===== config.mk =====
export PLATFORM = sky130hd
export DESIGN_NAME = modk_counter
export DESIGN_NICKNAME = d
export VERILOG_FILES = /design/src/rtl/modk_counter.sv
export SDC_FILE = /design/constraint.sdc
export NUM_CORES = 1
export LEC_CHECK = 0
export CORE_ASPECT_RATIO = 1.1
export CORE_MARGIN = 3
export CORE_UTILIZATION = 51
export CTS_BUF_LIST = sky130_fd_sc_hd__clkbuf_4
export DETAILED_ROUTE_END_ITERATION = 8
export DONT_BUFFER_PORTS = 1
export PLACE_DENSITY = 0.69
export RECOVER_POWER = 25
export SYNTH_ARGS = -nofsm -noshare
export SYNTH_HDL_FRONTEND = slang
export SYNTH_SLANG_ARGS = --single-unit

===== constraint.sdc =====
create_clock -name clock -period 5.1 [get_ports clock]
set_clock_uncertainty 0.1 [all_clocks]
set_input_delay 1.02 -clock clock [delete_from_list [all_inputs] [get_ports clock]]
set_output_delay 1.02 -clock clock [all_outputs]
set_load 0.02 [all_outputs]

===== src/rtl/modk_counter.sv =====
// modk_counter: parametrised modulo-k counter.
// Counts up or down through 0..k-1 and either wraps or stops at the terminal value.
// The modulus can be rewritten at runtime.
// A combinational carry_out lets several instances chain into a multi-digit counter.
// wrap_cnt counts completed wraps since the last clear.
//
// Edge priority, highest first: sclr, k_wr, sload, enabled step, hold.
// The one-shot state is held in a two-state register. The done output is that
// state decoded, so the state is directly visible on the port list.
module modk_counter #(
    parameter int WIDTH     = 8,
    parameter int DEFAULT_K = 5,
    parameter int WRAP_W    = 8
) (
    input  logic              clock,
    input  logic              reset_n,
    input  logic              en,
    input  logic              up_dn,
    input  logic              one_shot,
    input  logic              sclr,
    input  logic              sload,
    input  logic [WIDTH-1:0]  load_val,
    input  logic              k_wr,
    input  logic [WIDTH-1:0]  k_in,
    output logic [WIDTH-1:0]  q,
    output logic [WIDTH-1:0]  k_cur,
    output logic              carry_out,
    output logic              done,
    output logic [WRAP_W-1:0] wrap_cnt
);

    // ST_RUN: counting normally. ST_DONE: a one-shot count hit its terminal value.
    typedef enum logic {
        ST_RUN  = 1'b0,
        ST_DONE = 1'b1
    } state_t;

    state_t            state_q, state_d;
    logic [WIDTH-1:0]  q_reg, q_d;
    logic [WIDTH-1:0]  k_reg, k_d;
    logic [WRAP_W-1:0] wrap_q, wrap_d;

    // Terminal count is k-1 in WIDTH-bit arithmetic.
    // So k=0 selects the full 0..2^WIDTH-1 range, and k=1 pins the count at 0.
    logic [WIDTH-1:0]  max_val;
    logic              at_max;
    logic              at_zero;
    logic              term;
    logic              step_ok;
    logic              any_ctrl;
    logic [WIDTH-1:0]  load_clamped;

    // Decode the terminal condition and qualify the step request.
    always_comb begin
        max_val      = k_reg - WIDTH'(1);
        at_max       = (q_reg == max_val);
        at_zero      = (q_reg == '0);
        term         = up_dn ? at_max : at_zero;
        step_ok      = en && (state_q == ST_RUN);
        any_ctrl     = sclr || k_wr || sload;
        load_clamped = (load_val > max_val) ? max_val : load_val;
    end

    // The cascade carry is high exactly when this edge wraps the count or sets done.
    assign carry_out = step_ok && term && !any_ctrl;

    // Compute next count, modulus, wrap count and one-shot state in priority order.
    always_comb begin
        q_d     = q_reg;
        k_d     = k_reg;
        wrap_d  = wrap_q;
        state_d = state_q;

        if (sclr) begin
            q_d     = '0;
            wrap_d  = '0;
            state_d = ST_RUN;
        end else if (k_wr) begin
            // The new modulus governs the terminal value from the following edge.
            // wrap_cnt is deliberately kept.
            k_d     = k_in;
            q_d     = '0;
            state_d = ST_RUN;
        end else if (sload) begin
            q_d     = load_clamped;
            state_d = ST_RUN;
        end else if (step_ok) begin
            if (!term) begin
                q_d = up_dn ? (q_reg + WIDTH'(1)) : (q_reg - WIDTH'(1));
            end else if (one_shot) begin
                // Stop on the terminal value. Only sclr, k_wr or sload leaves ST_DONE.
                state_d = ST_DONE;
            end else begin
                q_d    = up_dn ? '0 : max_val;
                wrap_d = wrap_q + WRAP_W'(1);
            end
        end
    end

    // State registers. The asynchronous reset restores the power-up modulus and aborts any count.
    always_ff @(posedge clock or negedge reset_n) begin
        if (!reset_n) begin
            q_reg   <= '0;
            k_reg   <= WIDTH'(DEFAULT_K);
            wrap_q  <= '0;
            state_q <= ST_RUN;
        end else begin
            q_reg   <= q_d;
            k_reg   <= k_d;
            wrap_q  <= wrap_d;
            state_q <= state_d;
        end
    end

    assign q        = q_reg;
    assign k_cur    = k_reg;
    assign wrap_cnt = wrap_q;
    assign done     = (state_q == ST_DONE);

endmodule


* After elaboration in Yosys (flattened, before gate mapping)
Cells that the tools add are included.
Operators by class: add/sub/neg operators 4, $mul 0, divide/modulo/power cells 0, magnitude comparators 1, eq/ne operators 5, shift-type cells 0, muxes and demuxes 22, bitwise gates (word level) 2, reduce and logical (&&, ||, !) cells 16
Operator list (number):
- two-way mux 8 bit | 15
- adder 8 x 1 -> 8 bit (second input constant) | 2
- subtractor 8 x 1 -> 8 bit (second input constant) | 2
- nonzero test 4 bit | 3
- equality test 8 bit | 1
- greater-than comparator 8 bit | 1
- logical NOT 8 bit | 1
- two-way mux 1 bit | 7
- != test 5 bit (second input constant) | 1
- AND reduction 5 bit | 1
- != test 2 bit (second input constant) | 2
- AND reduction 2 bit | 2
- nonzero test 2 bit | 2
- logical AND 1 bit | 3
- AND reduction 3 bit | 1
- logical OR 1 bit | 2
- != test 2 x 1 -> 1 bit (second input constant) | 1
- NOT 1 bit | 2
- logical NOT 1 bit | 1
Word-level totals: bits in registers 25, bits in latches 0, bits in writable memories 0, memory bits (read-only) 0, input port bits 24, logic and storage cells 54, memories 0

* Depth between registers and ports, before layout
depth in word-level cells 8, gate-level depth with buffers 13, mapped depth without buffers 12

* Least setup slack after synthesis
Ideal clock, no wire load.
path kind register -> output, start register k_reg[0], in the netlist k_cur[0], end output port carry_out, arrival 2.940 ns, required time 3.980 ns, path slack 1.040 ns, cell stages (with the launch flop) 11, path buffers 2, cells stage by stage dfstp_2 buf_6 inv_1 ha_1 nor3b_1 xor3_1 a311o_1 nor4_4 a21oi_2 clkbuf_1 nor3_1
On the way: longest elaborated chain between the ends 5
RTL lines:
- start: declaration | line 40 | logic [WIDTH-1:0] k_reg, k_d;
- start signal: assignment | line 104 | k_reg <= WIDTH'(DEFAULT_K);
- start signal: assignment | line 109 | k_reg <= k_d;
- subtractor 8 x 1 -> 8 bit | line 55 | max_val = k_reg - WIDTH'(1);
- equality test 8 bit | line 56 | at_max = (q_reg == max_val);
- two-way mux 1 bit | line 58 | term = up_dn ? at_max : at_zero;
- logical AND 1 bit (2 in series) | line 65 | assign carry_out = step_ok && term && !any_ctrl;
- end: declaration | line 27 | output logic carry_out,
No other way between the ends.

* Final worst setup path
Ends and elaborated chain as after synthesis.

==> results.toml <==
[status]
status = "finished clean"

[logic_synthesis]
yosysSeqAreaShare = 0.255
synth_cell_types = 67
yosysTopAreaCellShare = 0.234
syn_nets = 328
synth_most_common_cell = "dfrtp_1"
synth_edf_count = 0
synthTopCellsByCount = "23 x dfrtp_1, 21 x nand2_1, 20 x a21oi_1, 20 x o21ai_0, 18 x nor2_1"
ys_ff_latch = 25
syn-cell-area_mm2 = 0.00246
yosys_warnings = 0
synthFlopType = "dfrtp_1"
ys_async_sr_fraction = 1.00
syn_inst = 290
synth.area.top_cells = "dfrtp_1 23%, ha_1 6.6%, a21oi_1 4.1%"
synth_area_per_cell_um2 = 8.49
synth_top_cell_by_area = "dfrtp_1"

[placement]
dpl.hpwl_um = 5080
gp_congestion = 0.907
post-place-ws_ns = 0.779
io_buffer_count = 0
place_area_mm2 = 0.00245
dpl.cell_count = 330

[clock_network]
cts.sink_count = 25
worst_setup_hold_path_clk_slew_ns = 0.17
cts_buffers = 3
cts_hold_buf = 0
root_buffer = "clkbuf_4"
cts_resized = 0
cts_max_path_buffers = 2
clk-insertion-delay-late_ns = 0.35
cts_tree = "done"
post_cts_buffers = 0
cts-htree-levels = 1

[die]
rows = 25
die_h_um = 78.9
ios = 50
die_w_um = 72.2
fp.coreArea_mm2 = 0.00447
dieArea_mm2 = 0.00570
start_util = 0.550

[cells_and_area]
syn_to_final_growth_pct = 1.02
register_area_um2 = 628
drive_gt1_frac = 0.0893
nets = 319
multi_input_area_mm2 = 0.00172
num-fill-cells = 417
utilization = 0.556
postLayoutCellArea_mm2 = 0.00249
fin_cells = 334
n_antenna_cell = 0

[global_route]
overflow = 0
grt.total_usage = 0.243
grt_max_degree = 26
grt_pass1_wl_um = 10900
antenna_found_initial = 0
grt_pass1_vias = 2114

[routing]
num_vias = 2285
routed_wl_um = 6690
drtAntennaViolNets = 0
drtIter0Drc = 204
route.detailed.drc = 0
wl_per_cell_um = 20.0
post_drt_via_cell_ratio = 6.84
firstDrtPassIters = 4

[critical_path]
r2r_cells = 11
slowest_delay_ns = 0.63
critPathRequiredTime_ns = 3.98
crit_fanout = 21
worstPathCellList = "inv_1 -> ha_1 -> nor3b_1 -> xor3_1 -> a311o_1 -> nor4_4 -> a21oi_2 -> nor3_1"
cp_data_arrival_time_ns = 3.61
crit_slowest_cell = "nor3_1"
critPathKind = "reg2out"
cp-start-kind = "flop"
cp-end-kind = "primary output"

[power_and_ir_drop]
p_total_mw = 0.680
power.density_mw_per_mm2 = 274
ir_drop_v = 0.000152
p_leak_nw = 0.995

[timing]
slew_viol_final = 0
whs_ns = 0.227
post-route-min-period_ns = 4.73
max_freq_ghz = 0.211
period_share = 0.927
finalHoldViolations = 0
rsz0062_at_grt = "false"
final-setup-viol-count = 0
slew_headroom = 0.327
tns_ns = 0
setup_ws_ns = 0.370
worst_pin_slew_ns = 1.00

[run]
cap_violations = 0

[min_path]
hp-class = "in2async"
-- layout by cell type (no fill, tap or decap), types with 3 or more instances in the layout --
master	instances
dfrtp_1	23
nand2_1	21
o21ai_0	20
a21oi_1	20
nor2_1	18
nand3_1	14
ha_1	13
xnor2_1	11
inv_1	10
nor3_1	9
and3_1	7
mux2_2	7
or3_1	6
xor2_1	5
nand4_1	5
and2_1	4
nor2b_1	4
o31ai_1	4
o211ai_1	4
or4_1	3
a311o_1	3
o21a_1	3
nand2b_1	3
a21o_1	3
or2_2	3
o311ai_0	3
clkbuf_4	3
-- final timing paths --
path	startpoint	slack, ns	end
min reg2reg	done$_DFFE_PN0P_	0.58	done$_DFFE_PN0P_
min	reset_n	0.23	wrap_cnt[3]$_DFFE_PN0P_
min in group clock	done$_DFFE_PN0P_	0.58	done$_DFFE_PN0P_
max reg2reg	k_cur[0]$_DFFE_PN1P_	1.30	q[4]$_DFFE_PN0P_
max in group asynchronous	reset_n	4.50	k_cur[2]$_DFFE_PN1P_
max	k_cur[0]$_DFFE_PN1P_	0.37	carry_out
-- power by group --
| group | internal [mW] | total (mW) | switching [mW] |
|---|---|---|---|
| registers | 0.216 | 0.279 | 0.0639 |
| logic | 0.127 | 0.293 | 0.166 |
| clock network | 0.0322 | 0.108 | 0.0756 |
-- layer usage --
| metal | vias to the layer above | GRT usage | share of wire | routed length (um) |
|---|---|---|---|---|
| li1 | 1089 | - | - | - |
| met4 | 0 | 0.0771 | 0.019 | 127 |
| met3 | 11 | 0.0430 | 0.073 | 489 |
| met2 | 104 | 0.382 | 0.45 | 3040 |
| met5 | - | 0 | 0 | 0 |
| met1 | 1081 | 0.337 | 0.45 | 3040 |
-- layout make-up --
class,instances,share of cell area
multi-input cells,241,0.693
flip-flops and latches,25,0.253
well taps,54,0.0272
inverters,10,0.0151
clock buffers,3,0.00906
clock inverters,1,0.00352
-- critical path: cells and delay by family (launching register included) --
| kind | cells | cell delay [ns] |
|---|---|---|
| AOI/OAI and AO/OA | 2 | 0.61 |
| xor gates and xnor gates | 1 | 0.31 |
| adders and majority gates | 1 | 0.31 |
| DFF | 1 | 0.48 |
| and+or+nand+nor | 3 | 1.35 |
| buffers and inverters | 1 | 0.19 |
-- cells by family after synthesis --
family / share of synthesized area
muxes: 0.0463
buffers and inverters: 0.0452
AOI/OAI and AO/OA: 0.239
xor gates and xnor gates: 0.0757
DFF: 0.255
adders and majority gates: 0.0788
and+or+nand+nor: 0.260
Power figures use the tool's default switching activity.
